[src/rtl/led_feedback_n_if.sv]
// Vend-controller to front-panel LED driver bundle: FSM state, event pulses, stock flags, LED lanes.
// master = vend controller side, slave = LED driver side.
interface led_feedback_n_if #(
  parameter int NUM_ITEMS = 4,
  parameter int SEL_W     = 2,
  parameter int PWM_BITS  = 4
);
  logic [2:0]             state;
  logic                   vend_event;
  logic                   error_event;
  logic                   change_returning;
  logic [7:0]             change_due;
  logic [NUM_ITEMS-1:0]   stock_available;
  logic [NUM_ITEMS-1:0]   low_stock;
  logic [SEL_W-1:0]       item_select;
  logic [PWM_BITS-1:0]    brightness;
  logic [2*NUM_ITEMS-1:0] leds;

  modport master (
    output state, vend_event, error_event, change_returning, change_due,
    output stock_available, low_stock, item_select, brightness,
    input  leds
  );

  modport slave (
    input  state, vend_event, error_event, change_returning, change_due,
    input  stock_available, low_stock, item_select, brightness,
    output leds
  );
endinterface

[src/rtl/led_feedback_n.sv]
// Front-panel LED driver: stock lanes, vend animation, error blink, change display, PWM dimming.
// One clk from inputs to registered leds; no backpressure, inputs are sampled every cycle.
module led_feedback_n #(
  parameter int NUM_ITEMS   = 4,
  parameter int SEL_W       = 2,
  parameter int TICK_DIV    = 12_000_000,
  parameter int ANIM_TICKS  = 6,
  parameter int ERROR_TICKS = 8,
  parameter int ANIM_MODE   = 0,
  parameter int PWM_BITS    = 4
) (
  input  logic             clk,
  input  logic             rst,
  led_feedback_n_if.slave  bus
);
  localparam int               TW        = $clog2(TICK_DIV);
  localparam int               LW        = 2 * NUM_ITEMS;
  localparam logic [TW-1:0]    TICK_LAST = TW'(TICK_DIV - 1);
  localparam logic [SEL_W-1:0] LANE_LAST = SEL_W'(NUM_ITEMS - 1);
  localparam logic [2:0]       ST_CHANGE = 3'd4;
  localparam logic [2:0]       ST_THANK  = 3'd6;
  localparam logic             DIR_UP    = 1'b1;
  localparam logic             DIR_DOWN  = 1'b0;

  logic [TW-1:0]        tick_cnt;
  logic                 blink_phase;
  logic [PWM_BITS-1:0]  pwm_cnt;
  logic                 anim_active;
  logic [7:0]           anim_timer;
  logic [NUM_ITEMS-1:0] anim_pattern;
  logic                 anim_dir;
  logic [7:0]           error_timer;

  logic                 slow_tick;
  logic [SEL_W-1:0]     sel_lane;
  logic [NUM_ITEMS-1:0] load_pattern;
  logic [NUM_ITEMS-1:0] step_pattern;
  logic                 step_dir;
  logic                 move_up;
  logic [NUM_ITEMS-1:0] stock_lanes;
  logic [NUM_ITEMS-1:0] status_lanes;
  logic [NUM_ITEMS-1:0] change_lanes;
  logic                 show_change;
  logic                 pwm_on;

  if (NUM_ITEMS <= 8) begin : g_chg_narrow
    assign change_lanes = bus.change_due[NUM_ITEMS-1:0];
  end else begin : g_chg_wide
    assign change_lanes = {{(NUM_ITEMS-8){1'b0}}, bus.change_due};
  end

  always_comb begin
    slow_tick    = (tick_cnt == TICK_LAST);
    sel_lane     = (bus.item_select > LANE_LAST) ? LANE_LAST : bus.item_select;
    load_pattern = NUM_ITEMS'(1) << sel_lane;

    // Bounce: a lane already at the end it is heading for reverses instead of falling off.
    move_up = (anim_dir == DIR_UP) ? ~anim_pattern[NUM_ITEMS-1] : anim_pattern[0];
    if (ANIM_MODE == 0) begin
      step_pattern = {anim_pattern[NUM_ITEMS-2:0], anim_pattern[NUM_ITEMS-1]};
      step_dir     = anim_dir;
    end else begin
      step_pattern = move_up ? (anim_pattern << 1) : (anim_pattern >> 1);
      if (step_pattern[NUM_ITEMS-1])
        step_dir = DIR_DOWN;
      else if (step_pattern[0])
        step_dir = DIR_UP;
      else
        step_dir = move_up ? DIR_UP : DIR_DOWN;
    end

    stock_lanes = bus.stock_available & (~bus.low_stock | {NUM_ITEMS{blink_phase}});
    show_change = bus.change_returning |
                  (((bus.state == ST_CHANGE) | (bus.state == ST_THANK)) & (bus.change_due != 8'd0));

    if (error_timer != 8'd0)
      status_lanes = {NUM_ITEMS{blink_phase}};
    else if (anim_active)
      status_lanes = anim_pattern;
    else if (show_change)
      status_lanes = change_lanes;
    else
      status_lanes = '0;

    pwm_on = (bus.brightness == '1) | (pwm_cnt < bus.brightness);
  end

  always_ff @(posedge clk) begin
    if (rst) begin
      bus.leds     <= '0;
      tick_cnt     <= '0;
      blink_phase  <= 1'b0;
      pwm_cnt      <= '0;
      anim_active  <= 1'b0;
      anim_timer   <= 8'd0;
      anim_pattern <= NUM_ITEMS'(1);
      anim_dir     <= DIR_UP;
      error_timer  <= 8'd0;
    end else begin
      tick_cnt <= slow_tick ? '0 : tick_cnt + TW'(1);
      pwm_cnt  <= pwm_cnt + PWM_BITS'(1);
      if (slow_tick)
        blink_phase <= ~blink_phase;

      if (bus.error_event)
        error_timer <= 8'(ERROR_TICKS);
      else if (slow_tick && (error_timer != 8'd0))
        error_timer <= error_timer - 8'd1;

      if (bus.vend_event) begin
        anim_active  <= 1'b1;
        anim_timer   <= 8'(ANIM_TICKS);
        anim_pattern <= load_pattern;
        anim_dir     <= DIR_UP;
      end else if (slow_tick && anim_active) begin
        if (anim_timer == 8'd0) begin
          anim_active <= 1'b0;
        end else begin
          anim_timer   <= anim_timer - 8'd1;
          anim_pattern <= step_pattern;
          anim_dir     <= step_dir;
        end
      end

      bus.leds <= {status_lanes, stock_lanes} & {LW{pwm_on}};
    end
  end
endmodule

[src/flat_wrapper.sv]
// flat-port wrapper written by rule: the top's interface ports become plain ports
module led_feedback_n_flat 
#(
  parameter int NUM_ITEMS   = 4,
  parameter int SEL_W       = 2,
  parameter int TICK_DIV    = 12_000_000,
  parameter int ANIM_TICKS  = 6,
  parameter int ERROR_TICKS = 8,
  parameter int ANIM_MODE   = 0,
  parameter int PWM_BITS    = 4
)
  (clk, rst, bus_state, bus_vend_event, bus_error_event, bus_change_returning, bus_change_due, bus_stock_available, bus_low_stock, bus_item_select, bus_brightness, bus_leds);
  led_feedback_n_if #(.NUM_ITEMS(NUM_ITEMS), .SEL_W(SEL_W), .PWM_BITS(PWM_BITS)) bus_i ();
  input  logic clk;
  input  logic rst;
  input wire logic [$bits(bus_i.state)-1:0] bus_state;
  input wire logic [$bits(bus_i.vend_event)-1:0] bus_vend_event;
  input wire logic [$bits(bus_i.error_event)-1:0] bus_error_event;
  input wire logic [$bits(bus_i.change_returning)-1:0] bus_change_returning;
  input wire logic [$bits(bus_i.change_due)-1:0] bus_change_due;
  input wire logic [$bits(bus_i.stock_available)-1:0] bus_stock_available;
  input wire logic [$bits(bus_i.low_stock)-1:0] bus_low_stock;
  input wire logic [$bits(bus_i.item_select)-1:0] bus_item_select;
  input wire logic [$bits(bus_i.brightness)-1:0] bus_brightness;
  output wire logic [$bits(bus_i.leds)-1:0] bus_leds;
  assign bus_i.state = bus_state;
  assign bus_i.vend_event = bus_vend_event;
  assign bus_i.error_event = bus_error_event;
  assign bus_i.change_returning = bus_change_returning;
  assign bus_i.change_due = bus_change_due;
  assign bus_i.stock_available = bus_stock_available;
  assign bus_i.low_stock = bus_low_stock;
  assign bus_i.item_select = bus_item_select;
  assign bus_i.brightness = bus_brightness;
  assign bus_leds = bus_i.leds;
  led_feedback_n #(.NUM_ITEMS(NUM_ITEMS), .SEL_W(SEL_W), .TICK_DIV(TICK_DIV), .ANIM_TICKS(ANIM_TICKS), .ERROR_TICKS(ERROR_TICKS), .ANIM_MODE(ANIM_MODE), .PWM_BITS(PWM_BITS)) u_core (.clk(clk), .rst(rst), .bus(bus_i));
endmodule
[config.mk]
export PLATFORM = sky130hd
export DESIGN_NAME = led_feedback_n_flat
export DESIGN_NICKNAME = d
export VERILOG_FILES = /design/src/rtl/led_feedback_n_if.sv /design/src/rtl/led_feedback_n.sv /design/src/flat_wrapper.sv
export SDC_FILE = /design/constraint.sdc
export NUM_CORES = 1
export LEC_CHECK = 0
export CORE_ASPECT_RATIO = 2
export CORE_MARGIN = 3
export CORE_UTILIZATION = 35
export DETAILED_ROUTE_END_ITERATION = 10
export PLACE_DENSITY = 0.62
export SLEW_MARGIN = 20
export SYNTH_ARGS = -nofsm -noshare
export SYNTH_HDL_FRONTEND = slang
export SYNTH_SLANG_ARGS = --single-unit
export TNS_END_PERCENT = 30
[constraint.sdc]
create_clock -name clk -period 2.8 [get_ports clk]
set_clock_uncertainty 0.1 [all_clocks]
set_input_delay 0.56 -clock clk [delete_from_list [all_inputs] [get_ports clk]]
set_output_delay 0.56 -clock clk [all_outputs]
set_load 0.01 [all_outputs]
# Yosys cells after proc, flatten, opt, wreduce, memory -nomap -nowiden
# Cells that the tools add are included.
[totals]
regBits = 58
out_inout_bits = 8
wordCells = 61
[op_classes]
muxes = 15
n_eq_ne = 5
n_addsub = 4
bitwise = 10
reduce_logical = 14
order_cmp = 2
n_shift = 1
[ops]
columns = ["operator", "n"]
rows = [
  ["$mux W4", 8],
  ["$add A24 B1 Y24 const B", 1],
  ["$eq A24 B24 Y1 const B", 1],
  ["$reduce_bool A8 Y1", 2],
  ["$sub A8 B1 Y8 const B", 2],
  ["$mux W3", 3],
  ["$and A8 B8 Y8", 1],
  ["$logic_not A8 Y1", 1],
  ["$eq A3 B3 Y1 const B", 2],
  ["$reduce_and A2 Y1", 3],
  ["$reduce_bool A2 Y1", 3],
  ["$reduce_or A2 Y1", 3],
  ["$add A4 B1 Y4 const B", 1],
  ["$and A4 B4 Y4", 1],
  ["$eq A4 B4 Y1 const B", 1],
  ["$lt A4 B4 Y1", 1],
  ["$not A4 Y4", 1],
  ["$or A4 B4 Y4", 1],
  ["$shl A1 B2 Y4 const A", 1],
  ["$mux W1", 3],
  ["$or A1 B1 Y1", 3],
  ["$gt A2 B2 Y1 const B", 1],
  ["$logic_and A1 B1 Y1", 2],
  ["$mux W2", 1],
  ["other kinds (3)", 4],
]

# Logic depth before layout (Yosys ltp)
# Gate-level depths: netlist of the first run.
[depth]
depth_word = 8
depth_mapped = 8

# Least setup slack after synthesis of the first run
# Ideal clock, no wire load.
[synth_timing]
path_type = "register to register"
startpoint = "reg u_core.error_timer[2]"
endpoint = "reg u_core.error_timer[3]"
path_stages_with_launch = 8
synth_period_minus_slack_ns = 2.087
slack_ns = 0.713
arrival_time_ns = 1.907
setup_ns = 0.079
n_path_buf = 2
path_cell_list = "dfxtp_1 -> or4_4 -> or4b_1 -> buf_2 -> nand3_2 -> buf_8 -> nor4b_2 -> a211oi_2"
[synth_between]
elab_chain_cells = 3
elab_cells_between_ends = 6
[synth_rtl]
columns = ["item", "line_no", "source"]
rows = [
  ["start, declared", "led_feedback_n.sv:32", "logic [7:0] error_timer;"],
  ["start signal, assigned", "led_feedback_n.sv:106", "error_timer <= 8'(ERROR_TICKS);"],
  ["start signal, assigned", "led_feedback_n.sv:108", "error_timer <= error_timer - 8'd1;"],
  ["$sub A8 B1 Y8 / $reduce_bool A8 Y1 (equally long branches)", "led_feedback_n.sv:108, led_feedback_n.sv:107", ""],
  ["$mux W4 / $logic_and A1 B1 Y1 (equally long branches)", "led_feedback_n.sv:107", "else if (slow_tick && (error_timer != 8'd0))"],
  ["$mux W4 / $reduce_bool A2 Y1 (equally long branches)", "-", ""],
]
# Several ways; a longest one is shown, not always the timed one. The select of a mux whose other input is x is not followed.
# A chain may end at the register's enable or synchronous reset.

# Worst setup path in the final report of the first run
[layout_timing]
startpoint = "reg u_core.tick_cnt[22]"
endpoint = "reg u_core.anim_pattern[3]"
[layout_between]
elab_chain_cells = 4
[layout_rtl]
columns = ["item", "line_no", "source"]
rows = [
  ["start, declared", "led_feedback_n.sv:25", "logic [TW-1:0] tick_cnt;"],
  ["start signal, assigned", "led_feedback_n.sv:100", "tick_cnt <= slow_tick ? '0 : tick_cnt + TW'(1);"],
  ["$eq A24 B24 Y1", "led_feedback_n.sv:53", "slow_tick = (tick_cnt == TICK_LAST);"],
  ["$logic_and A1 B1 Y1", "led_feedback_n.sv:115", "end else if (slow_tick && anim_active) begin"],
  ["$reduce_bool A2 Y1 (no source line)", "-", ""],
  ["$reduce_and A2 Y1 (no source line)", "-", ""],
  ["end signal, assigned", "led_feedback_n.sv:113", "anim_pattern <= load_pattern;"],
  ["end signal, assigned", "led_feedback_n.sv:120", "anim_pattern <= step_pattern;"],
  ["end, declared", "led_feedback_n.sv:30", "logic [NUM_ITEMS-1:0] anim_pattern;"],
]
# Every way passes these cells.

==> impl_metrics.ini, run 1 <==
[status]
outcome = complete, no violations

[synth]
syn_avg_cell_area_um2 = 8.63
ys.flop_type = dfxtp_1
synth_seq_cells = 58
synth_area_mm2 = 0.00275
synth.top_cell.area_share_pct = 42.2
yosysWarningCount = 0
synth-seq-area-share_pct = 42.2
async_reset_ff_share_pct = 0
syn_nets = 358
synth_most_common_cell = dfxtp_1
synth_top_cell_by_area = dfxtp_1
synth.top_cells.by_count = dfxtp_1 (58), nor2_1 (43), nor3_1 (23)
synthCells = 319
synthTopCellsByArea = dfxtp_1 (42%), xor2_1 (6.4%), nor2_1 (5.9%), nor3_1 (4.2%), ha_1 (4.1%)
synth_edf_count = 0
yosysUniqueCellTypes = 49

[worst_setup_path]
setup.worst_path.class = reg2reg
r2r-start = u_core.tick_cnt[22]$_SDFF_PP0_
path_delay_family = simple AND/OR/NAND/NOR gates
worst_path_max_delay_cell = and4_1
r2r.worst_path.cells = 5
crit_path_start_kind = flip-flop
crit_path_end_kind = flip-flop
cp_num_buf_inv = 0
reg2reg_to = u_core.anim_pattern[3]$_SDFFE_PP0P_
cp_data_required_time_ns = 2.91
path_max_fanout = 17
cp.arrival_ns = 2.57
cpPeakStageDelay_ns = 0.64
regToRegSetupSlack_ns = 0.34
crit_chain = or4b_4, nor4_4, and4_1, nor3_1, a2111oi_1

[floorplanning]
start_util_pct = 36.2
dieArea_mm2 = 0.00903
ios = 38
die_w_um = 68.7
core_region_area_mm2 = 0.00760
die_y_um = 131
fp-row-count = 45

[finish]
n_antenna_cell = 0
nNetsFinal = 400
fin_area_mm2 = 0.00350
final_layout_size_suffix_gt1_share_pct = 8.74
final_cells = 460
area_growth_pct = 27.4

[timing]
rsz0062_at_grt = no
tightest_slew_ns = 0.590
tns_ns = 0
fmax_mhz = 407
period_needed_ns = 2.46
timing.final.hold_violations = 0
slew_headroom_pct = 60.6
slew_violations = 0
setup_violations = 0
holdWs_ns = 0.358
min_period_over_period_pct = 87.7

[routing]
drt-total-wl_mm = 5.93
route.detailed.wl_per_inst_um = 12.9
vias = 2371
firstDrtPassIters = 4
drt-vias-per-instance = 5.15
drc_errors = 0
drt_iter0_markers = 78
antenna_left = 0

[global_route]
grt_pass1_vias = 2314
grt_antenna_before_repair = 0
grt-ovfl-total = 0
grt_pass1_wl_mm = 9.61
grt_usage_pct = 14.0
grt_max_degree = 28

[hold_path]
whs_endpoint = u_core.tick_cnt[0]$_SDFF_PP0_
holdCritPathClass = reg2reg
min_path_cells = 1
hold_path.startpoint = u_core.tick_cnt[0]$_SDFF_PP0_

[placement]
placed_cell_area_mm2 = 0.00322
dp_hpwl_mm = 4.34
dp_cells = 444
place_congestion = 0.778
place.port_buffers = 36

[flow_run]
drv_cap = 0

[clock_tree]
cts.path.max_buffers = 2
insertion_delay_ns = 0.33
cts_resized = 0
post_cts_buffers = 0
clk_pin_slew_worst_paths_ns = 0.05
cts_hold_buf = 0
numCtsBuffers = 9
cts_tree = done
cts-root-buf = clkbuf_16
h-tree-depth = 3
cts_num_sinks = 58

[power_and_ir_drop]
p_leak_nw = 1.36
ir_worst_vdd_mv = 0.311
powerDensity_mw_per_mm2 = 586
p_total_mw = 2.06
==> where the power goes <==
| group | leakage, nW | internal [mW] | switching, mW |
|---|---|---|---|
| Sequential | 0.472 | 0.851 | 0.0185 |
| Combinational | 0.741 | 0.0912 | 0.0750 |
| Clock | 0.143 | 0.666 | 0.353 |
==> cells by family (layout without fill, tap and decap cells) <==
kind of cell	count (synthesis)	after routing	synth area share, %
simple gates	150	150	29.3
flops	58	58	42.2
compound gates	44	44	10.8
buf+inv	31	78	4.96
xor+xnor	26	26	8.28
fa+ha+maj	9	9	4.09
mux	1	1	0.364
==> flip-flops by register name (all words and copies together) (netlist names) <==
| register | count |
|---|---|
| u_core.tick_cnt | 24 |
| u_core.anim_timer | 8 |
| u_core.bus.leds | 8 |
| u_core.error_timer | 8 |
| u_core.anim_pattern | 4 |
| u_core.pwm_cnt | 4 |
| u_core.anim_active | 1 |
| u_core.blink_phase | 1 |
==> per-layer routing <==
metal | global-route usage, % | wire length, um | part of all wire [%]
met1 | 13.0 | 2300 | 39
met2 | 25.1 | 3170 | 54
met3 | 4.53 | 312 | 5.3
met4 | 7.93 | 141 | 2.4
met5 | 0 | 0 | 0
==> placed cells by master, fill, tap and decap left out, drive strengths merged, types with 2 or more instances in the layout <==
cell type / count
nor2: 43
clkbuf: 14
o21ai: 10
o211ai: 2
xnor2: 6
dfxtp: 58
xor2: 20
a2111oi: 3
a211oi: 2
nor4: 8
nand4: 11
inv: 18
nand2b: 3
clkdlybuf4s50: 36
a21o: 2
clkinv: 2
nor2b: 2
buf: 8
nand3: 15
and3: 2
nand4bb: 2
or4: 6
or4b: 2
a21oi: 13
ha: 9
nand2: 18
or2: 3
nor3: 23
or3: 7
a221oi: 4
and4: 3
==> how the worst max path moves through the flow <==
stage                                             startpoint                             endpoint  slack (ns)  cells after the start
after floorplan           u_core.error_timer[2]$_SDFFE_PP0P_   u_core.error_timer[3]$_SDFFE_PP0P_        0.71                      7
after global placement        u_core.tick_cnt[22]$_SDFF_PP0_  u_core.anim_pattern[2]$_SDFFE_PP0P_        0.40                      5
after detailed placement      u_core.tick_cnt[22]$_SDFF_PP0_  u_core.anim_pattern[3]$_SDFFE_PP0P_        0.33                      5
after CTS                     u_core.tick_cnt[22]$_SDFF_PP0_  u_core.anim_pattern[3]$_SDFFE_PP0P_        0.32                      5
after global routing          u_core.tick_cnt[22]$_SDFF_PP0_  u_core.anim_pattern[3]$_SDFFE_PP0P_        0.16                      5
final                         u_core.tick_cnt[22]$_SDFF_PP0_  u_core.anim_pattern[3]$_SDFFE_PP0P_        0.34                      5
==> metrics by stage <==
| step | util, % | worst slack (ns) |
|---|---|---|
| 2_1_floorplan | - | 0.713 |
| 3_3_place_gp | 42.4 | 0.400 |
| 3_5_place_dp | 42.4 | 0.333 |
| 4_1_cts | 46.1 | 0.321 |
| 5_1_grt | 46.1 | 0.155 |
| 6_report | 46.1 | 0.345 |
==> layout make-up <==
| cell class | instances | area, um^2 |
|---|---|---|
| clock buffer | 14 | 274 |
| clock inverter | 2 | 10.0 |
| fill | 780 | 4100 |
| inverter | 18 | 67.6 |
| multi-input combinational | 230 | 1450 |
| sequential | 58 | 1160 |
| tap | 94 | 118 |
| timing repair buffer | 44 | 420 |
No activity file was read; power rests on OpenSTA's default activity.
==> run 2, diff against run 1 <==
--- a/config.mk
+++ b/config.mk
@@ -8,9 +8,9 @@
 export CORE_ASPECT_RATIO = 2
 export CORE_MARGIN = 3
 export CORE_UTILIZATION = 35
+export CTS_BUF_LIST = sky130_fd_sc_hd__clkbuf_16
 export DETAILED_ROUTE_END_ITERATION = 10
 export PLACE_DENSITY = 0.62
-export SLEW_MARGIN = 20
 export SYNTH_ARGS = -nofsm -noshare
 export SYNTH_HDL_FRONTEND = slang
 export SYNTH_SLANG_ARGS = --single-unit
==> run 2 against run 1 <==
Effect of this change: flip-flop and latch count did not move; die area is the same; first-iteration DRC count decreased by 5.1%; maximum frequency about the same; sequential share of layout area up 0.29 points; cell area decreased by 0.86%; critical path depth unchanged; routed wire length down 0.12%; clock-buffer cell count down 5.
==> impl_metrics.ini, run 2 (synthesis results as in run 1) <==
[floorplanning]
dieArea_mm2 = 0.00903
start_util_pct = 36.2
die_y_um = 131
fp-row-count = 45
ios = 38
die_w_um = 68.7
core_region_area_mm2 = 0.00760

[placement]
place_congestion = 0.778
place.port_buffers = 36
dp_slack_ns = 0.333
placed_cell_area_mm2 = 0.00322
dp_cells = 444
dp_hpwl_mm = 4.34

[global_route]
grt_usage_pct = 14.0
grt_antenna_before_repair = 0
grt-ovfl-total = 0
grt_pass1_vias = 2314
grt_pass1_wl_mm = 9.61
grt_max_degree = 28

[worst_setup_path]
cp_data_required_time_ns = 2.91
reg2reg_to = u_core.anim_pattern[3]$_SDFFE_PP0P_
cp.arrival_ns = 2.57
r2r.worst_path.cells = 5
crit_path_end_kind = flip-flop
crit_path_start_kind = flip-flop
path_max_fanout = 17
setup.worst_path.class = reg2reg
startpoint = u_core.tick_cnt[22]$_SDFF_PP0_
regToRegSetupSlack_ns = 0.34
r2r-start = u_core.tick_cnt[22]$_SDFF_PP0_

[hold_path]
hold_path.startpoint = u_core.tick_cnt[0]$_SDFF_PP0_
whs_endpoint = u_core.tick_cnt[0]$_SDFF_PP0_
holdCritPathClass = reg2reg
min_path_cells = 1

[power_and_ir_drop]
powerDensity_mw_per_mm2 = 564
ir_worst_vdd_mv = 0.310
p_total_mw = 1.96
p_leak_nw = 1.35

[timing]
min_period_over_period_pct = 87.7
timing.final.hold_violations = 0
rsz0062_at_grt = no
slew_headroom_pct = 60.6
setup_violations = 0
tightest_slew_ns = 0.590
holdWs_ns = 0.358
period_needed_ns = 2.46
worst_slack_ns = 0.345
fmax_mhz = 407
tns_ns = 0
slew_violations = 0

[finish]
final_cells = 460
final_layout_size_suffix_gt1_share_pct = 7.92
fin_area_mm2 = 0.00347
n_antenna_cell = 0
final_cell_mix = dfxtp_1 (58), nor2_1 (43), clkdlybuf4s50_1 (36)
largest_reg_flops = 24
area_growth_pct = 26.3
layout_commonest_cell = dfxtp_1
nNetsFinal = 400
max_flop_register = u_core.tick_cnt
n_fill_cell = 784
post-route-util_pct = 45.7

[clock_tree]
post_cts_buffers = 0
cts-root-buf = clkbuf_16
cts_num_sinks = 58
numCtsBuffers = 9
cts_hold_buf = 0
h-tree-depth = 3
cts_tree = done
cts_resized = 0
clk_pin_slew_worst_paths_ns = 0.05
insertion_delay_ns = 0.33
cts.path.max_buffers = 2

[routing]
route.detailed.wl_per_inst_um = 12.9
firstDrtPassIters = 4
drt_iter0_markers = 74
drc_errors = 0
drt-vias-per-instance = 5.16
drt-total-wl_mm = 5.92
antenna_left = 0
vias = 2372

[status]
outcome = complete, no violations

[flow_run]
drv_cap = 0
## run 2: changes by cell type in the layout (fill, tap and decap cells not counted)
cell	delta
inv_1	+2
clkbuf_8	-3
clkinv_1	+3
clkbuf_1	-2
## run 2: final cells by class
class	instances	area [um^2]	area share (%)
multi-input cells	230	1450	41.8
flip-flops and latches	58	1160	33.4
repair buffers	44	420	12.1
clock buffers	9	225	6.48
well taps	94	118	3.38
inverters	18	67.6	1.94
clock inverters	7	28.8	0.828
## run 2: worst max path at each step
stage	slack, ns	depth (start not counted)	end
3_5_place_dp	0.33	5	u_core.anim_pattern[3]$_SDFFE_PP0P_
4_1_cts	0.32	5	u_core.anim_pattern[3]$_SDFFE_PP0P_
5_1_grt	0.16	5	u_core.anim_pattern[3]$_SDFFE_PP0P_
2_1_floorplan	0.71	7	u_core.error_timer[3]$_SDFFE_PP0P_
6_report	0.34	5	u_core.anim_pattern[3]$_SDFFE_PP0P_
3_3_place_gp	0.40	5	u_core.anim_pattern[2]$_SDFFE_PP0P_
## run 2: per-layer routing
metal | up-vias | part of all wire (%) | global-route usage [%]
met2 | 43 | 54 | 25.1
met5 | - | 0 | 0
met3 | 10 | 5.3 | 4.53
li1 | 1219 | - | -
met1 | 1100 | 39 | 13.0
met4 | 0 | 2.4 | 7.93
## run 2: worst max-delay path, stage by stage (launching register included)
cell and delay (ns):
dfxtp_1 0.32, or4b_4 0.55, nor4_4 0.27, and4_1 0.64, nor3_1 0.09, a2111oi_1 0.37
## run 2: where the power goes
part	internal [mW]	switching [mW]
Sequential	0.851	0.0185
Clock	0.576	0.349
Combinational	0.0912	0.0750
Total	1.52	0.442
